--- src/rtl/pipe_pkg.sv ---
// Types and constants shared by the pipeline memory stage and its dmem interface controller.
package pipe_pkg;

  typedef enum logic [1:0] {
    IDLE    = 2'd0,
    WAIT    = 2'd1,
    RELEASE = 2'd2
  } mem_state_e;

  localparam logic [4:0]  NOP_REGD  = 5'd0;
  localparam logic [31:0] WORD_MASK = 32'hFFFF_FFFC;

  typedef struct packed {
    logic        regwrite;
    logic [4:0]  regD;
    logic [31:0] val;
  } wb_bundle_t;

endpackage

--- src/rtl/dmem_if_ctrl.sv ---
// Data-memory handshake FSM: latches one word access, waits for ack with a timeout,
// captures load data for the release cycle.
module dmem_if_ctrl
  import pipe_pkg::*;
#(
  parameter int unsigned TIMEOUT_CYCLES = 255,
  parameter int unsigned CNT_W          = 8
) (
  input  logic             clk,
  input  logic             rst,
  input  logic             start_i,
  input  logic             we_i,
  input  logic [4:0]       rd_i,
  input  logic [31:0]      addr_i,
  input  logic [31:0]      wdata_i,
  input  logic             dmem_ack_i,
  input  logic [31:0]      dmem_rdata_i,
  output mem_state_e       state_o,
  output logic [4:0]       rd_o,
  output logic [31:0]      stall_val_o,
  output logic             fault_o,
  output logic             dmem_req_o,
  output logic             dmem_we_o,
  output logic [31:0]      dmem_addr_o,
  output logic [31:0]      dmem_wdata_o
);

  mem_state_e       state_q;
  logic [CNT_W-1:0] cnt_q;
  logic [4:0]       rd_q;
  logic [31:0]      addr_q, wdata_q, stall_val_q;
  logic             we_q, req_q, fault_q;

  // cnt_q holds the number of WAIT cycles spent so far, including the current one.
  always_ff @(posedge clk or negedge rst) begin
    if (!rst) begin
      state_q     <= IDLE;
      cnt_q       <= '0;
      rd_q        <= '0;
      addr_q      <= '0;
      wdata_q     <= '0;
      stall_val_q <= '0;
      we_q        <= 1'b0;
      req_q       <= 1'b0;
      fault_q     <= 1'b0;
    end else begin
      fault_q <= 1'b0;
      unique case (state_q)
        IDLE, RELEASE: begin
          cnt_q <= '0;
          if (start_i) begin
            state_q <= WAIT;
            cnt_q   <= CNT_W'(1);
            req_q   <= 1'b1;
            we_q    <= we_i;
            rd_q    <= rd_i;
            addr_q  <= addr_i & WORD_MASK;
            wdata_q <= wdata_i;
          end else begin
            state_q <= IDLE;
          end
        end
        WAIT: begin
          if (dmem_ack_i) begin
            req_q <= 1'b0;
            cnt_q <= '0;
            if (we_q) begin
              state_q <= IDLE;
            end else begin
              state_q     <= RELEASE;
              stall_val_q <= dmem_rdata_i;
            end
          end else if (cnt_q == CNT_W'(TIMEOUT_CYCLES)) begin
            req_q   <= 1'b0;
            cnt_q   <= '0;
            fault_q <= 1'b1;
            state_q <= IDLE;
          end else begin
            cnt_q <= cnt_q + 1'b1;
          end
        end
        default: state_q <= IDLE;
      endcase
    end
  end

  assign state_o      = state_q;
  assign rd_o         = rd_q;
  assign stall_val_o  = stall_val_q;
  assign fault_o      = fault_q;
  assign dmem_req_o   = req_q;
  assign dmem_we_o    = we_q;
  assign dmem_addr_o  = addr_q;
  assign dmem_wdata_o = wdata_q;

endmodule

--- src/rtl/mem_stage.sv ---
// RV32I memory stage: word load/store over dmem, stall generation, forwarding,
// branch/jump flush and the registered writeback bundle.
module mem_stage
  import pipe_pkg::*;
#(
  parameter int unsigned TIMEOUT_CYCLES = 255,
  parameter int unsigned CNT_W          = 8
) (
  input  logic        clk,
  input  logic        rst,
  input  logic        regwrite,
  input  logic        loadF,
  input  logic        storeF,
  input  logic        branchF,
  input  logic        jalF,
  input  logic        jalrF,
  input  logic [31:0] target,
  input  logic [31:0] result,
  input  logic [31:0] store_data,
  input  logic        branch_cond,
  input  logic [4:0]  regDF,
  output logic        stall,
  output logic [31:0] stall_val,
  output logic [4:0]  regD_mem,
  output logic [31:0] regD_val_mem,
  output logic        regwrite_mem,
  output logic        branch_flush,
  output logic        jal_flush,
  output logic [31:0] redirect_pc,
  output logic        dmem_req,
  output logic        dmem_we,
  output logic [31:0] dmem_addr,
  output logic [31:0] dmem_wdata,
  input  logic [31:0] dmem_rdata,
  input  logic        dmem_ack,
  output logic        wb_regwrite,
  output logic [4:0]  wb_regD,
  output logic [31:0] wb_val,
  output logic        mem_fault
);

  mem_state_e  state;
  logic [4:0]  rd_lat;
  logic        mem_op, accept;
  wb_bundle_t  wb_d, wb_q;

  assign mem_op = loadF | storeF;
  // RELEASE accepts a new instruction exactly like IDLE.
  assign accept = (state == IDLE) || (state == RELEASE);

  dmem_if_ctrl #(
    .TIMEOUT_CYCLES (TIMEOUT_CYCLES),
    .CNT_W          (CNT_W)
  ) u_dmem_if_ctrl (
    .clk          (clk),
    .rst          (rst),
    .start_i      (accept && mem_op),
    .we_i         (storeF),
    .rd_i         (regDF),
    .addr_i       (result),
    .wdata_i      (store_data),
    .dmem_ack_i   (dmem_ack),
    .dmem_rdata_i (dmem_rdata),
    .state_o      (state),
    .rd_o         (rd_lat),
    .stall_val_o  (stall_val),
    .fault_o      (mem_fault),
    .dmem_req_o   (dmem_req),
    .dmem_we_o    (dmem_we),
    .dmem_addr_o  (dmem_addr),
    .dmem_wdata_o (dmem_wdata)
  );

  assign stall = (state == WAIT);

  always_comb begin
    regD_mem     = regDF;
    regD_val_mem = result;
    regwrite_mem = 1'b0;
    unique case (state)
      WAIT: begin
        regD_mem     = rd_lat;
        regD_val_mem = '0;
      end
      RELEASE: begin
        regD_mem     = rd_lat;
        regD_val_mem = stall_val;
        regwrite_mem = (rd_lat != NOP_REGD);
      end
      default: regwrite_mem = regwrite && !mem_op && (regDF != NOP_REGD);
    endcase
  end

  assign branch_flush = (state == IDLE) && branchF && branch_cond;
  assign jal_flush    = (state == IDLE) && (jalF || jalrF);
  assign redirect_pc  = (branch_flush || jal_flush) ? target : '0;

  // Loads write back from RELEASE; stores and WAIT cycles are bubbles.
  always_comb begin
    wb_d = '0;
    unique case (state)
      WAIT:    wb_d = '0;
      RELEASE: begin
        wb_d.regwrite = (rd_lat != NOP_REGD);
        wb_d.regD     = rd_lat;
        wb_d.val      = stall_val;
      end
      default: begin
        if (!mem_op) begin
          wb_d.regwrite = regwrite;
          wb_d.regD     = regDF;
          wb_d.val      = result;
        end
      end
    endcase
  end

  always_ff @(posedge clk or negedge rst) begin
    if (!rst) begin
      wb_q <= '0;
    end else begin
      wb_q <= wb_d;
    end
  end

  assign wb_regwrite = wb_q.regwrite;
  assign wb_regD     = wb_q.regD;
  assign wb_val      = wb_q.val;

endmodule

--- config.mk ---
export PLATFORM = sky130hd
export DESIGN_NAME = mem_stage
export DESIGN_NICKNAME = d
export VERILOG_FILES = /design/src/rtl/pipe_pkg.sv /design/src/rtl/dmem_if_ctrl.sv /design/src/rtl/mem_stage.sv
export SDC_FILE = /design/constraint.sdc
export NUM_CORES = 1
export LEC_CHECK = 0
export BUFFER_PORTS_ARGS = -buffer_cell sky130_fd_sc_hd__clkbuf_2
export CAP_MARGIN = 10
export CORE_AREA = 8 8 132 134
export CTS_CLUSTER_SIZE = 24
export DETAILED_ROUTE_END_ITERATION = 7
export DIE_AREA = 0 0 140 142
export PLACE_DENSITY = 0.76
export RECOVER_POWER = 100
export SLEW_MARGIN = 20
export SYNTH_ARGS = -nofsm -noshare
export SYNTH_HDL_FRONTEND = slang
export SYNTH_SLANG_ARGS = --single-unit
--- constraint.sdc ---
create_clock -name clk -period 2.44 [get_ports clk]
set_input_delay 0.61 -clock clk [delete_from_list [all_inputs] [get_ports clk]]
set_output_delay 0.61 -clock clk [all_outputs]
set_load 0.02 [all_outputs]
# After elaboration in Yosys (flattened, before gate mapping)
# Cells that the tools add are included.
# word_totals
register_bits	150
latchBits	0
mem_bits_rw	0
mem_bits_ro	0
inputBits	143
out_inout_bits	210
elab_cells	61
n_memories	0
# classes
add_sub_neg	1
multipliers	0
div	0
magnitude_cmp	0
eq_ne	5
shifts	0
muxes	22
bitwise	2
reduce_logical	19
# op_table
operator	count
$pmux W38 S2	1
$pmux W32 S2	1
$mux W38	1
$mux W32	1
$mux W8	2
$pmux W8 S2	1
$reduce_bool A5 Y1	2
$add A8 B1 Y8 const B	1
$eq A8 B8 Y1 const B	1
$mux W1	8
$logic_and A1 B1 Y1	6
$mux W2	3
$reduce_and A3 Y1	2
$mux W5	1
$pmux W1 S2	2
$pmux W2 S2	1
$reduce_or A2 Y1	2
$logic_or A1 B1 Y1	3
$ne A3 B1 Y1 const B	1
$eq A2 B1 Y1 const B	1
$eq A2 B2 Y1 const B	1
$logic_not A2 Y1	1
$ne A2 B1 Y1 const B	1
$reduce_and A2 Y1	1
4 further kinds	4

# Depth between registers and ports, before layout
# Gate-level depths: netlist of the first run.
# depth
depth_word	5
mapped_depth	8
mapped_depth_nobuf	6

# By module
# From an unflattened synthesis of the first run, not the netlist that was laid out.
# unflattened
hier_cells	678
hier_area_um2	6622.6
# modules_own_cells
module	n_inst	cells_each	area_per_inst_um2	seq_area_each_um2
dmem_if_ctrl	1	414	4465.5	2802.7
mem_stage	1	264	2157.1	950.9

# Worst setup path before layout of the first run
# No wires, ideal clock.
# synth_path
kind	input port to output port
from	in storeF
to	out regwrite_mem
arrival_ns	1.868
t_required_ns	1.830
slack_ns	-0.038
stages	5
path_buffers	1
path_cell_list	or2_2 clkbuf_1 nor2_2 nand2_1 o21ai_0
# synth_between
elab_chain_len	5
# synth_rtl
item	line_no	text
start: declaration	mem_stage.sv:13	input logic storeF,
$or A1 B1 Y1	mem_stage.sv:47	assign mem_op = loadF | storeF;
$logic_not A1 Y1	--	
$logic_and A1 B1 Y1 (2 in a row)	mem_stage.sv:90	default: regwrite_mem = regwrite && !mem_op && (regDF != NOP_REGD);
$pmux W1 S2	mem_stage.sv:80	unique case (state)
end: declaration	mem_stage.sv:26	output logic regwrite_mem,
# Every way passes these cells.

# Worst setup path in the final report of the first run
# layout_path
from	reg u_dmem_if_ctrl.state_q[0] (netlist: u_dmem_if_ctrl.state_o[0])
to	out regD_val_mem[11]
# layout_between
elab_chain_len	2
word_cells_on_any_way	3
# layout_rtl
item	line_no	text
start: declaration	dmem_if_ctrl.sv:28	mem_state_e state_q;
start signal: assignment	dmem_if_ctrl.sv:37	state_q <= IDLE;
start signal: assignment	dmem_if_ctrl.sv:52	state_q <= WAIT;
start signal: assignment	dmem_if_ctrl.sv:60	state_q <= IDLE;
$eq A2 B2 Y1 or $eq A2 B1 Y1 (tied branches)	mem_stage.sv:80	
$pmux W32 S2 (*)	mem_stage.sv:80	
end: declaration	mem_stage.sv:25	output logic [31:0] regD_val_mem,
# Every way passes the cells marked *; elsewhere a longest branch is shown, timed or not.

==> results of run 1 <==
cell usage in the layout, fill, tap and decap left out, types with 2 or more instances in the layout:
cell / Yosys / layout
clkbuf_16: 0 / 17
nand2_1: 98 / 72
nor2_1: 6 / 6
inv_6: 0 / 3
nand3_1: 6 / 6
a22o_1: 5 / 5
and3_1: 3 / 3
inv_2: 0 / 2
inv_8: 0 / 3
clkinv_4: 0 / 3
o22ai_1: 2 / 2
o21ai_2: 1 / 17
nand2_2: 0 / 12
nand2b_1: 2 / 2
clkbuf_2: 0 / 317
o21ai_0: 74 / 46
and2_1: 33 / 32
buf_6: 0 / 17
ha_1: 5 / 3
a21oi_1: 2 / 2
a41oi_1: 2 / 2
buf_16: 0 / 2
inv_1: 36 / 34
or4_1: 5 / 5
o21ai_1: 1 / 12
buf_12: 0 / 7
clkbuf_1: 19 / 3
clkbuf_4: 0 / 3
buf_4: 9 / 30
o31ai_1: 19 / 19
conb_1: 1 / 2
nand2_4: 0 / 14
mux2_2: 75 / 75
bufinv_16: 0 / 3
dfrtp_1: 150 / 150
clkinvlp_4: 0 / 2
logic make-up after synthesis:
logic type	share of synthesized area
AO/OA/AOI/OAI	0.1019
multiplexers	0.1336
buffers and inverters	0.04988
other	0.0005863
adder cells (fa/ha/maj)	0.009781
flip-flops	0.5869
AND/OR/NAND/NOR	0.1174
what timing repair did:
| item | 4_1_cts | 5_1_grt |
|---|---|---|
| pin swaps | 1 | 15 |
| gates resized for setup | 82 | 97 |
| endpoints found under the hold margin | 0 | 0 |
| endpoints found under the setup margin | 70 | 49 |
| hold buffers | 0 | 0 |
| gates cloned | 3 | 0 |
| buffers inserted | 7 | 6 |
cell type report:
class | instances | area [um2] | share of cell area
flip-flops and latches | 150 | 3754 | 0.3929
multi-input cells | 355 | 2559 | 0.2678
repair buffers | 379 | 2243 | 0.2348
clock buffers | 18 | 429.2 | 0.04492
well taps | 192 | 240.2 | 0.02514
clock inverters | 14 | 191.4 | 0.02004
inverters | 36 | 135.1 | 0.01414
diodes | 1 | 2.502 | 0.0002619
critical path: stages, from the launching register on:
cell and delay (ns):
dfrtp_1 0.36, inv_2 0.06, ha_4 0.28, and2_4 0.21
buf_12 0.13, buf_16 0.16, nand2_4 0.06, o21ai_2 0.07
buf_6 0.14
metrics by stage:
| stage | setup TNS, ns | total power [W] | hold slack [ns] | cell area, um2 | instances |
|---|---|---|---|---|---|
| 2_1_floorplan | 0 | 0.007850 | 0.3144 | 6400 | 578 |
| 3_3_place_gp | 0 | 0.01013 | 0.4622 | 8417 | 1097 |
| 3_5_place_dp | 0 | 0.01027 | 0.4691 | 8417 | 1097 |
| 4_1_cts | -3.061 | 0.01339 | 0.1662 | 9364 | 1139 |
| 5_1_grt | -4.096 | 0.01435 | 0.4080 | 9554 | 1145 |
| 6_report | -0.7799 | 0.01358 | 0.4124 | 9554 | 1145 |
metal layers:
layer	track usage	up-vias	part of all wire
met3	0.09359	39	0.10
li1	-	2672	-
met1	0.2311	2790	0.35
met5	0	-	0
met2	0.4095	296	0.52
met4	0.09371	0	0.029
state kept, by name, indices dropped and copies added (netlist names):
register	flops
wb_regD	5
u_dmem_if_ctrl.dmem_wdata_o	32
u_dmem_if_ctrl.dmem_addr_o	30
u_dmem_if_ctrl.state_o	2
u_dmem_if_ctrl.dmem_req_o	1
u_dmem_if_ctrl.stall_val_o	32
u_dmem_if_ctrl.dmem_we_o	1
u_dmem_if_ctrl.cnt_q	8
u_dmem_if_ctrl.fault_o	1
wb_regwrite	1
wb_val	32
u_dmem_if_ctrl.rd_o	5
power by group through the flow:
stage | combinational, W | sequential (W) | clock, W
final | 0.00666 | 0.00417 | 0.00274
after global placement | 0.00606 | 0.00407 | 0
after CTS | 0.00647 | 0.00412 | 0.00280
after global routing | 0.00713 | 0.00429 | 0.00292
after detailed placement | 0.00615 | 0.00412 | 0
after floorplan | 0.00270 | 0.00515 | 0
worst max path at each step:
stage / end / slack (ns)
6_report: regD_val_mem[11] / -0.06
5_1_grt: regD_val_mem[19] / -0.15
4_1_cts: regD_val_mem[16] / -0.12
3_5_place_dp: redirect_pc[16] / 0.13
3_3_place_gp: redirect_pc[16] / 0.19
2_1_floorplan: regD_val_mem[14] / 0.08
==> impl_metrics.csv, run 1 <==
group,metric,value,unit
timing,slew_headroom,0.08334,
yosys,netlist_area,6396,um2
yosys,yosys-top-cells-area,"dfrtp_1 (59%), mux2_2 (13%), o21ai_0 (5.8%)",
yosys,synth-seq-cells,150,
route,drtAntennaViolNets,0,
clock_tree,clock_sinks,150,
min_path,whs_endpoint,"wb_val[30]",
worst_setup_path,rr_endpoint,"u_dmem_if_ctrl.cnt_q[3]",
grt,grt.overflow.total,0,
worst_setup_path,crit_start,"u_dmem_if_ctrl.state_o[0]",
clock_tree,cts_buffer_depth,2,
yosys,ys_seq_area_frac,0.5869,
timing,setup_violations,23,
clock_tree,root_buffer,"clkbuf_16",
die,initial_core_util,0.4147,
worst_setup_path,cp_data_required_time,1.83,ns
pwr,intPower,0.007730,W
yosys,synth.most_common_cell,"dfrtp_1",
route,vias,5797,
timing,fin_ws,-0.05501,ns
yosys,avgSynthCellArea,11.09,um2
pwr,power.leakage,5.144,nW
timing,final.setup_skew,0.01088,ns
yosys,synth_edf_count,0,
run_status,violations,"negative setup slack",
yosys,synth_flop_cell,"dfrtp_1",
grt,antenna_found_initial,1,
placed_design,dpl.hpwl,17.17,mm
grt,first_global_vias,6158,
pwr,peakVddDrop,0.8950,mV
clock_tree,path_clk_slew,0.07,ns
die,dieArea,19880,um2
min_path,min_from,"result[30]",
timing,finalHoldViolCount,0,
yosys,netlist.area_leader.share,0.5869,
worst_setup_path,endpoint_kind,"output pin",
finish,drive_gt1_frac,0.5630,
yosys,async_flop_share,1.000,
pwr,p_seq_frac,0.307,
finish,utilization,0.6194,
finish,fin_nets,1087,
grt,grtUsageTotal,0.2280,
worst_setup_path,reg2reg_depth,7,
finish,synthToLayoutAreaGrowth,49.37,%
yosys,synth_top_cell_by_area,"dfrtp_1",
pwr,clock_power_share,0.202,
clock_tree,cts_tree,"done",
yosys,synthTopCellsByCount,"dfrtp_1 (150), nand2_1 (98), mux2_2 (75)",
pwr,p_per_area,1421,nW/um2
worst_setup_path,critical_path.max_fanout,8,
timing,finalMaxSlewViolations,0,
worst_setup_path,arrival,1.89,ns
yosys,yosysUniqueCellTypes,37,
placed_design,pre_cts_ws,0.1332,ns
timing,grt_setup_unrepaired,"yes",
timing,fmax,400.8,MHz
pwr,p_sw,0.005850,W
placed_design,globalplace.congestion,0.8584,
die,rows,46,
timing,fin_crit,2.495,ns
yosys,ys_warn_count,0,
grt,grt_pass1_wl,34.77,mm
route,drcViolationCount,0,
worst_setup_path,crit_type,"flop to output pin",
route,wl_per_cell,20.06,um
pwr,comb_power_share,0.491,
grt,grt_max_degree,58,
clock_tree,htreeDepth,4,
clock_tree,numCtsBuffers,17,
pwr,netSwitchingFraction,0.4308,
die,die_y,142,um
placed_design,portBuffers,350,
worst_setup_path,r2r-start,"u_dmem_if_ctrl.state_o[1]",
worst_setup_path,r2r_slack,0.41,ns
die,die-width,140,um
worst_setup_path,critPathLaunchType,"flop",
min_path,holdPathStages,3,
clock_tree,clkLatencyLatePin,0.42,ns
timing,period_share,1.023,
finish,num-fill-cells,1280,
timing,tightest_slew,1.375,ns
route,wirelength,22.97,mm
route,drt-initial-drc-count,241,
run_status,outcome,"complete, but fails checks",
flow_run,drv_cap,0,
route,avgViaCountPerCell,5.063,
die,io-pin-count,353,
yosys,synth_cells,577,
die,placeableCoreArea,15420,um2
min_path,hp-class,"primary input to flop",
route,drtPass1Iterations,4,
No activity file was read; power rests on OpenSTA's default activity.
==> run 2: changes to the inputs <==
--- a/config.mk
+++ b/config.mk
@@ -7,13 +7,14 @@
 export LEC_CHECK = 0
 export BUFFER_PORTS_ARGS = -buffer_cell sky130_fd_sc_hd__clkbuf_2
 export CAP_MARGIN = 10
-export CORE_AREA = 8 8 132 134
+export CORE_MARGIN = 8
+export CORE_UTILIZATION = 45
 export CTS_CLUSTER_SIZE = 24
 export DETAILED_ROUTE_END_ITERATION = 7
-export DIE_AREA = 0 0 140 142
-export PLACE_DENSITY = 0.76
+export PLACE_DENSITY = 0.8
 export RECOVER_POWER = 100
 export SLEW_MARGIN = 20
 export SYNTH_ARGS = -nofsm -noshare
 export SYNTH_HDL_FRONTEND = slang
+export SYNTH_HIERARCHICAL = 1
 export SYNTH_SLANG_ARGS = --single-unit
==> run 2 against run 1 <==
Net effect: the run still ends with negative setup slack left; register-to-register slack got worse by 0.25 ns; wire length rose by 2.9%; first-iteration DRC count rose by 27%; largest power group unchanged; fmax fell by 0.91%; clock power fell by 8.4%; synthesized cell count rose by 18%; cell area rose by 1.8%; utilization rose by 5.2 points; combinational power rose by 6.9%.
==> impl_metrics.csv, run 2 <==
group,metric,value,unit
placed_design,post_dp_cell_area,8602,um2
clock_tree,root_buffer,"clkbuf_16",
clock_tree,cts_buffer_depth,2,
placed_design,globalplace.congestion,0.8382,
route,wl_per_cell,18.96,um
timing,fin_crit,2.518,ns
route,wirelength,23.63,mm
min_path,min_from,"store_data[17]",
run_status,violations,"negative setup slack",
grt,grt_max_degree,48,
yosys,ys_seq_area_frac,0.5668,
worst_setup_path,r2r-start,"u_dmem_if_ctrl/state_o[0]",
timing,finalMaxSlewViolations,0,
finish,fin_nets,1196,
worst_setup_path,crit_type,"flop to output pin",
worst_setup_path,critPathLaunchType,"flop",
route,vias,6281,
grt,use_met3,0.08023,
grt,grtUsageMet2,0.4294,
clock_tree,clkLatencyLatePin,0.42,ns
worst_setup_path,r2r_slack,0.16,ns
die,die_y,137.3,um
run_status,outcome,"complete, but fails checks",
clock_tree,path_clk_slew,0.06,ns
yosys,synth_cells,678,
timing,setup_violations,27,
die,rows,44,
route,avgViaCountPerCell,5.041,
route,drt-initial-drc-count,306,
die,placeableCoreArea,14480,um2
finish,drive_gt1_frac,0.4699,
die,die-width,137.3,um
timing,grt_setup_unrepaired,"yes",
yosys,synth.most_common_cell,"nand2_1",
worst_setup_path,cp_data_required_time,1.83,ns
die,initial_core_util,0.4574,
yosys,synth_edf_count,0,
clock_tree,htreeDepth,4,
grt,grt.overflow.total,0,
worst_setup_path,critical_path.max_fanout,15,
worst_setup_path,endpoint_kind,"output pin",
worst_setup_path,rr_endpoint,"u_dmem_if_ctrl/stall_val_o[31]",
pwr,power.leakage,5.595,nW
die,dieArea,18860,um2
worst_setup_path,reg2reg_depth,5,
finish,design_area,9723,um2
clock_tree,numCtsBuffers,17,
timing,tightest_slew,1.169,ns
grt,grt_pass1_wl,33.64,mm
clock_tree,cts_hold_buf,0,
finish,synthToLayoutAreaGrowth,46.82,%
flow_run,drv_cap,0,
yosys,netlist_area,6623,um2
timing,final.setup_skew,0.01062,ns
die,io-pin-count,353,
placed_design,dpl.hpwl,17.15,mm
placed_design,portBuffers,350,
grt,grtUsageTotal,0.2364,
yosys,async_flop_share,1.000,
worst_setup_path,cp-endpoint,"regD_val_mem[28]",
yosys,avgSynthCellArea,9.768,um2
finish,diodes,0,
clock_tree,clock_sinks,150,
yosys,yosysUniqueCellTypes,44,
route,drtAntennaViolNets,0,
finish,utilization,0.6715,
route,drtPass1Iterations,5,
finish,final_cell_mix,"clkbuf_2 (317), nand2_1 (263), dfrtp_1 (150), buf_4 (37)",
pwr,peakVddDrop,0.8121,mV
grt,first_global_vias,6303,
timing,period_share,1.032,
min_path,hp-class,"primary input to flop",
worst_setup_path,arrival,1.91,ns
timing,fmax,397.2,MHz
yosys,synth_flop_cell,"dfrtp_1",
yosys,synthTopCellsByCount,"nand2_1 (282), dfrtp_1 (150), o21ai_0 (36)",
pwr,p_per_area,1423,nW/um2
yosys,synth_top_cell_by_area,"dfrtp_1",
worst_setup_path,crit_start,"u_dmem_if_ctrl/state_o[1]",
grt,antenna_found_initial,1,
timing,finalHoldViolCount,0,
grt,top_usage_layer,"met2",
finish,num-fill-cells,1125,
yosys,ys_warn_count,6,
yosys,yosys-top-cells-area,"dfrtp_1 (57%), nand2_1 (16%), mux2_4 (6.6%)",
clock_tree,cts_tree,"done",
yosys,synth-seq-cells,150,
finish,final_common_cell,"clkbuf_2",
grt,grtUsageMet1,0.2457,
timing,slew_headroom,0.2209,
yosys,netlist.area_leader.share,0.5668,
route,drcViolationCount,0,
timing,fin_ws,-0.07780,ns
[run 2: cell types whose count changed in the layout (fill, tap and decap cells not counted), moves of 4 or more]
cell,delta
clkbuf_1,+4
nand3_1,-5
nand2_1,+191
buf_4,+7
mux2_2,-68
o21ai_0,-33
clkbuf_8,+6
mux2_4,+29
nand2_2,-8
[run 2: worst max-delay path, cell delays in order (launching register included)]
cell,delay [ns]
dfrtp_1,0.37
inv_2,0.07
ha_4,0.30
and2_4,0.22
buf_12,0.18
nand2_1,0.09
o21ai_0,0.09
buf_4,0.17
[run 2: per-stage QoR]
step                hold WS (ns)  total power (W)  setup TNS (ns)  cells  setup WS, ns
global route              0.3790          0.01455          -4.335   1246       -0.1746
CTS                       0.1108          0.01351          -3.973   1236       -0.1564
floorplan                 0.3144         0.008130               0    679        0.1244
detailed placement        0.4608          0.01063               0   1194        0.1927
global placement          0.4576          0.01048               0   1194        0.2661
finish                    0.3785          0.01384         -0.9889   1246      -0.07780
[run 2: worst min path at each step]
stage                                                  to  slack (ns)  depth (start not counted)
after CTS                  u_dmem_if_ctrl/stall_val_o[10]        0.11                          1
after global routing      u_dmem_if_ctrl/dmem_wdata_o[12]        0.38                          3
after global placement    u_dmem_if_ctrl/dmem_wdata_o[21]        0.46                          2
final                     u_dmem_if_ctrl/dmem_wdata_o[17]        0.38                          3
after floorplan                   u_dmem_if_ctrl/cnt_q[0]        0.31                          0
after detailed placement   u_dmem_if_ctrl/dmem_wdata_o[3]        0.46                          2
[run 2: per-layer routing]
layer,part of all wire,up-vias
li1,-,2909
met1,0.35,3035
met2,0.53,285
met3,0.089,50
met4,0.029,2
met5,0.00055,-
[run 2: final cells by class]
| cell class | count | area [um2] | area share |
|---|---|---|---|
| inverter | 35 | 131.4 | 0.01351 |
| clock inverter | 7 | 68.82 | 0.007078 |
| tap | 184 | 230.2 | 0.02368 |
| clock buffer | 25 | 505.5 | 0.05199 |
| multi-input combinational | 456 | 2755 | 0.2834 |
| sequential | 150 | 3754 | 0.3861 |
| timing repair buffer | 389 | 2278 | 0.2343 |
[run 2: where the power goes]
group	switching (W)	internal, W	leakage, nW
Clock	0.000975	0.00154	0.279
Combinational	0.00442	0.00270	3.42
Sequential	0.000741	0.00347	1.90
[run 2: repair_timing]
item | 4_1_cts | 5_1_grt
cloned | 2 | 1
pin swaps | 3 | 13
setup endpoints to repair | 39 | 70
setup buffers | 8 | 11
resized for setup | 71 | 108
[run 2: logic make-up (layout without fill, tap and decap cells)]
group                      count (synthesis)  after routing  share of synthesized area
and+or+nand+nor                          338            338                     0.2169
DFF                                      150            150                     0.5668
AOI/OAI and AO/OA                         75             75                    0.07444
buffers and inverters                     73            456                    0.05479
muxes                                     36             36                    0.07765
adders and majority gates                  4              4                   0.007557
other                                      1              2                  0.0005662
xor gates and xnor gates                   1              1                   0.001323
